$ cat src/rtl/pi_alu_seq.sv
// Microprogram sequencer and operand register file for the shared 16-bit PI-control ALU.
// Optional build macro PI_ANTIWINDUP_EN freezes the integrator after a saturated iteration.
module pi_alu_seq #(
    parameter int MUL_CYCLES = 2
) (
    input  logic               clk,
    input  logic               rst_n,
    input  logic               go,
    input  logic [11:0]        setpoint,
    input  logic [11:0]        A2D_res,
    input  logic [13:0]        Pterm,
    input  logic signed [11:0] Iterm,
    input  logic [11:0]        Fwd,
    input  logic [15:0]        dst,
    output logic [2:0]         src1sel,
    output logic [2:0]         src0sel,
    output logic               multiply,
    output logic               sub,
    output logic               saturate,
    output logic               mult2,
    output logic               mult4,
    output logic [15:0]        Accum,
    output logic [15:0]        Pcomp,
    output logic signed [11:0] Error,
    output logic signed [11:0] Intgrl,
    output logic signed [11:0] Icomp,
    output logic               busy,
    output logic               done,
    output logic signed [11:0] drive,
    output logic               sat
);

    localparam int CNT_W = (MUL_CYCLES > 1) ? $clog2(MUL_CYCLES) : 1;
    localparam logic [CNT_W-1:0] MUL_LOAD = CNT_W'(MUL_CYCLES - 1);

    typedef enum logic [2:0] {IDLE, ERR, INTG, ICMP, PCMP, ACC1, ACC2, DONE} state_t;

    typedef struct packed {
        logic [2:0] s1;
        logic [2:0] s0;
        logic       mul;
        logic       sb;
        logic       st;
    } ctrl_t;

    state_t           state;
    ctrl_t            ctrl;
    logic [CNT_W-1:0] cnt;

    // The ALU reads these operands straight from the input bus; they pass through here only.
    logic unused_ops;
    assign unused_ops = ^{A2D_res, Pterm, Iterm, Fwd};

    function automatic ctrl_t step_ctrl(input state_t s);
        ctrl_t c;
        c = '0;
        case (s)
            ERR:  begin c.sb = 1'b1; c.st = 1'b1; end
            INTG: begin c.s1 = 3'd3; c.s0 = 3'd1; c.st = 1'b1; end
            ICMP: begin c.s1 = 3'd1; c.s0 = 3'd1; c.mul = 1'b1; end
            PCMP: begin c.s1 = 3'd2; c.s0 = 3'd4; c.mul = 1'b1; end
            ACC1: begin c.s1 = 3'd4; c.s0 = 3'd3; end
            ACC2: begin c.s1 = 3'd0; c.s0 = 3'd2; c.st = 1'b1; end
            default: c = '0;
        endcase
        return c;
    endfunction

    function automatic logic at_rail(input logic [15:0] v);
        return (v == 16'h07FF) || (v == 16'h0800);
    endfunction

    assign src1sel  = ctrl.s1;
    assign src0sel  = ctrl.s0;
    assign multiply = ctrl.mul;
    assign sub      = ctrl.sb;
    assign saturate = ctrl.st;
    assign mult2    = 1'b0;
    assign mult4    = 1'b0;

    // Controls are registered on step entry so they stay constant for the whole step.
    always_ff @(posedge clk or negedge rst_n) begin
        if (!rst_n) begin
            state  <= IDLE;
            ctrl   <= '0;
            cnt    <= '0;
            Accum  <= '0;
            Pcomp  <= '0;
            Error  <= '0;
            Intgrl <= '0;
            Icomp  <= '0;
            busy   <= 1'b0;
            done   <= 1'b0;
            drive  <= '0;
            sat    <= 1'b0;
        end else begin
            done <= 1'b0;
            case (state)
                IDLE: begin
                    if (go) begin
                        Accum <= {4'b0000, setpoint};
                        busy  <= 1'b1;
                        state <= ERR;
                        ctrl  <= step_ctrl(ERR);
                    end
                end
                ERR: begin
                    Error <= dst[11:0];
                    state <= INTG;
                    ctrl  <= step_ctrl(INTG);
                end
                INTG: begin
`ifdef PI_ANTIWINDUP_EN
                    if (!sat) Intgrl <= dst[11:0];
`else
                    Intgrl <= dst[11:0];
`endif
                    cnt   <= MUL_LOAD;
                    state <= ICMP;
                    ctrl  <= step_ctrl(ICMP);
                end
                ICMP: begin
                    if (cnt == '0) begin
                        Icomp <= dst[11:0];
                        cnt   <= MUL_LOAD;
                        state <= PCMP;
                        ctrl  <= step_ctrl(PCMP);
                    end else begin
                        cnt <= cnt - 1'b1;
                    end
                end
                PCMP: begin
                    if (cnt == '0) begin
                        Pcomp <= dst;
                        state <= ACC1;
                        ctrl  <= step_ctrl(ACC1);
                    end else begin
                        cnt <= cnt - 1'b1;
                    end
                end
                ACC1: begin
                    Accum <= dst;
                    state <= ACC2;
                    ctrl  <= step_ctrl(ACC2);
                end
                ACC2: begin
                    // Publish straight from dst so drive is already valid while done is high.
                    Accum <= dst;
                    drive <= dst[11:0];
                    sat   <= at_rail(dst);
                    done  <= 1'b1;
                    busy  <= 1'b0;
                    state <= DONE;
                    ctrl  <= '0;
                end
                DONE: begin
                    state <= IDLE;
                end
                default: begin
                    state <= IDLE;
                    ctrl  <= '0;
                end
            endcase
        end
    end

endmodule

$ cat config.mk
export PLATFORM = sky130hd
export DESIGN_NAME = pi_alu_seq
export DESIGN_NICKNAME = d
export VERILOG_FILES = /design/src/rtl/pi_alu_seq.sv
export SDC_FILE = /design/constraint.sdc
export NUM_CORES = 1
export LEC_CHECK = 0
export BUFFER_PORTS_ARGS = -buffer_cell sky130_fd_sc_hd__buf_2
export CORE_MARGIN = 3
export CORE_UTILIZATION = 45
export CTS_BUF_LIST = sky130_fd_sc_hd__clkbuf_2
export CTS_CLUSTER_DIAMETER = 120
export DETAILED_ROUTE_END_ITERATION = 10
export PLACE_DENSITY = 0.79
export SLEW_MARGIN = 30
export SYNTH_ARGS = -nofsm -noshare
export SYNTH_HDL_FRONTEND = slang
export SYNTH_SLANG_ARGS = --single-unit
$ cat constraint.sdc
create_clock -name clk -period 1.5 [get_ports clk]
set_input_delay 0.15 -clock clk [delete_from_list [all_inputs] [get_ports clk]]
set_output_delay 0.15 -clock clk [all_outputs]
set_load 0.05 [all_outputs]
After elaboration in Yosys (flattened, before gate mapping)
Index checks and enable logic that the tools add are counted.
{ "totals": {"output_inout_bits": 94, "in_bits": 81, "register_bits": 96} }
{ "op_classes": {"muxes": 16, "n_addsub": 1, "n_reduce_logical": 13, "eq_ne": 12, "bitwise_logic": 1} }
{ "ops": {"columns": ["cell", "n"], "rows": [
  ["$pmux 9 s7", 1],
  ["$pmux 16 s2", 1],
  ["$mux 9", 3],
  ["$pmux 3 s8", 1],
  ["$eq 16x11->1 const B", 1],
  ["$eq 16x12->1 const B", 1],
  ["$mux 16", 1],
  ["$eq 3x3->1 const B", 4],
  ["$mux 3", 3],
  ["$reduce_and 2->1", 4],
  ["$reduce_bool 7->1", 1],
  ["$eq 3x2->1 const B", 2],
  ["$ne 2x2->1 const B", 3],
  ["$mux 1", 4],
  ["$reduce_and 4->1", 1],
  ["$reduce_bool 2->1", 2],
  ["$eq 3x1->1 const B", 1],
  ["$logic_not 3->1", 1],
  ["$pmux 1 s3", 1],
  ["$reduce_and 3->1", 1],
  ["$reduce_bool 3->1", 1],
  ["$pmux 1 s2", 1],
  ["$reduce_or 2->1", 1],
  ["$logic_or 1x1->1", 1],
  ["2 further kinds", 2]
]} }

Longest topological paths before layout
{ "depth": {"ltp_word": 4, "depth_mapped": 6, "mapped_depth_nobuf": 4} }

Worst setup path before layout
OpenSTA, ideal clock, no wires.
{ "synth_path": {"path_type": "flip-flop to flip-flop", "start": "register state[0]", "end": "register Pcomp[10]", "setup_time_ps": 125, "required_time_ps": 1375, "path_stages_with_launch": 7, "setup_slack_ps": 16, "arrival_ps": 1359, "path_cell_list": "dfrtp_1 > buf_6 > nor2_4 > and2_4 > buf_6 > buf_6 > mux2_4"} }
{ "synth_between": {"elab_chain_len": 2} }
{ "synth_rtl": {"columns": ["item", "line_no", "text"], "rows": [
  ["start: declaration", "46", "state_t state;"],
  ["start signal: assignment", "84", "state <= IDLE;"],
  ["start signal: assignment", "103", "state <= ERR;"],
  ["start signal: assignment", "109", "state <= INTG;"],
  ["$eq 3x3->1", "98", "case (state)"],
  ["$reduce_and 2->1 (no line)", null, null],
  ["end signal: assignment", "134", "Pcomp <= dst;"],
  ["end: declaration", "23", "output logic [15:0] Pcomp,"]
]} }
Every way passes these cells.
A chain may end at the register's enable or synchronous reset.

Worst setup path in the final report
{ "layout_path": {"start": "register state[0]", "end": "register Pcomp[1]"} }
Same word-level chain as after synthesis.

==> flow_metrics.py <==
metrics = {
    "clock_tree": {
        "root_buffer": "clkbuf_2",
        "cts.sinks": 96,
        "cts_tree": "done",
        "clockBufferDepth": 2,
        "h-tree-depth": 3,
        "cts_buffers": 9,
        "cts.reportedPaths.clkPinSlew_ps": 300,
        "clock_latency_ps": 560,
    },
    "setup_path": {
        "max_stage_delay_ps": 490,
        "cp_max_fo": 6,
        "cp_cell_sequence": "buf_6 > nor2_4 > and2_4 > buf_12 > mux2_2",
        "endpoint_kind": "flip-flop",
        "crit_required_ps": 1960,
        "worstPathArrival_ps": 1960,
        "r2r_slack_ps": -2,
        "critPathTopFamily": "flip-flops",
        "start_kind": "flip-flop",
        "crit_type": "flip-flop to flip-flop",
        "crit_buf_inv": 2,
        "cp_slowest_cell": "dfrtp_2",
    },
    "routing": {
        "vias": 3236,
        "wl_per_cell_um": 18.2,
        "firstDrtPassIters": 4,
        "drc": 0,
        "wl_um": 11200,
        "antenna_left": 0,
        "drt_iter0_drc": 104,
        "drt-vias-per-instance": 5.24,
    },
    "yosys": {
        "synth-compound-area-share": 0.0857,
        "yosysMostFrequentCell": "dfrtp_1",
        "yosysWarnings": 0,
        "synth-xor-area-share": 0.00668,
        "yosysSeqAreaShare": 0.583,
        "synth.distinct_cells": 42,
        "synth.area.mux_share": 0.183,
        "synthSimpleGateAreaFrac": 0.0902,
        "syn-cell-area_um2": 4120,
        "synth_area_leaders": "dfrtp_1 58%, mux2_2 15%, mux2_4 3.3%",
        "synth.largest_area_cell": "dfrtp_1",
        "synthTopCellsByCount": "96 x dfrtp_1, 55 x mux2_2, 17 x o22ai_1",
        "synthFlopType": "dfrtp_1",
        "ys_async_sr_fraction": 1.00,
        "synth-seq-cells": 96,
        "avgSynthCellArea_um2": 13.0,
        "synth_edf_count": 0,
        "synthCells": 317,
        "netlist.area_leader.share": 0.583,
        "synth_fa_ha_area_frac": 0,
        "synth_top_family_by_area": "multiplexers",
    },
    "die": {
        "die_y_um": 102,
        "io_pins": 175,
        "die_w_um": 102,
        "die_area_um2": 10300,
        "start_util": 0.468,
        "core_um2": 8810,
        "rows": 34,
    },
    "finish": {
        "nNetsFinal": 586,
        "diodes": 0,
        "fin_util": 0.663,
        "drive_above_1_share": 0.541,
        "areaGrowthSynthToFinish_pct": 41.8,
        "instances_no_fill": 618,
    },
    "timing": {
        "hold_ws_ps": 373,
        "fin_crit_sh": 1.00,
        "fin_setup_tns_ps": -1.76,
        "fmax_mhz": 666,
        "rsz0062_at_grt": "true",
        "setup_ws_ps": -1.76,
        "finClkSkew_ps": 41.4,
        "hold_viol_final": 0,
        "setup_viol": 1,
        "maxSlewViolCount": 0,
        "fin_crit_ps": 1500,
    },
    "worst_hold_path": {
        "hold_class": "primary input to flip-flop",
    },
    "placed_design": {
        "place_hpwl_um": 7570,
        "place_congestion": 0.840,
        "placed_cells": 561,
        "portBuffers": 122,
    },
    "global_routing": {
        "antenna_found_initial": 0,
        "grt_pass1_vias": 3446,
        "grt_first_pass_wirelength_um": 17500,
        "grt_max_degree": 35,
        "grt-ovfl-total": 0,
        "grt_use_total": 0.221,
    },
    "run_status": {
        "failed_checks": "setup timing",
        "status": "complete, but fails checks",
    },
    "run": {
        "drv_cap": 0,
    },
}
==> state kept, by name, indices dropped and copies added, names as in the netlist, 3 cells and up <==
name / flops
Icomp: 12
Pcomp: 16
Error: 12
src0sel: 3
drive: 12
state: 3
Accum: 16
Intgrl: 12
src1sel: 3
==> metal layers <==
layer  wire length [um]  GRT usage  part of all wire  vias to the layer above
met3                815     0.0854             0.073                       14
met4                183     0.0562             0.016                        0
met1               4390      0.265              0.39                     1607
met2               5850      0.374              0.52                      125
met5                  0          0                 0                        -
li1                   -          -                 -                     1490
==> worst reg2reg max path, cell delays in order, from the launching register on <==
cell and delay [ps]:
dfrtp_2 490, buf_6 150, nor2_4 110, and2_4 210, buf_12 130, mux2_2 340
==> cells by family (layout without fill, tap and decap cells) <==
| group | after synthesis | after routing |
|---|---|---|
| AND/OR/NAND/NOR | 64 | 64 |
| AO/OA/AOI/OAI | 54 | 54 |
| XOR/XNOR | 1 | 1 |
| other | 1 | 2 |
| flip-flops | 96 | 96 |
| buffers and inverters | 37 | 229 |
| multiplexers | 64 | 64 |
==> through the flow <==
step / setup WS, ps / instance area [um^2]
3_5_place_dp: -128 / 5060
3_3_place_gp: -90.8 / 5060
2_1_floorplan: 16.2 / 4120
6_report: -1.76 / 5840
5_1_grt: -20.0 / 5840
4_1_cts: 0.903 / 5600
==> final timing paths <==
kind / start / to / depth (start not counted)
hold reg to reg: src1sel[2] / src1sel[2] / 1
setup reg to reg: state[0] / Pcomp[1] / 5
hold / removal: setpoint[2] / Accum[2] / 4
max in group asynchronous: rst_n / state[1] / 4
setup / recovery: state[0] / Pcomp[1] / 5
min in group asynchronous: rst_n / Accum[0] / 3
==> placed cells by master (no fill, tap or decap), types with 11 or more instances in the layout <==
cell,n
buf_12,11
clkbuf_4,38
nand2_1,16
dlygate4sd3_1,31
buf_4,50
mux2_2,54
dfrtp_1,94
inv_1,16
buf_2,60
o22ai_1,16
==> timing repair <==
item | CTS | global route
pin swaps | 0 | 1
gates resized for setup | 4 | 94
endpoints found under the hold margin | 176 | 0
hold buffers | 32 | 0
endpoints found under the setup margin | 39 | 86
buffers inserted | 4 | 5
==> layout make-up <==
class,instances,area [um^2]
fillers,626,2970
flip-flops and latches,96,2400
multi-input cells,185,1550
repair buffers,195,1550
well taps,108,135
clock inverters,6,83.8
inverters,18,67.6
clock buffers,10,50.0
Power is left out: the tool's default activity adds up to more than one toggle a clock period on the data nets, which glitch-free logic cannot reach.
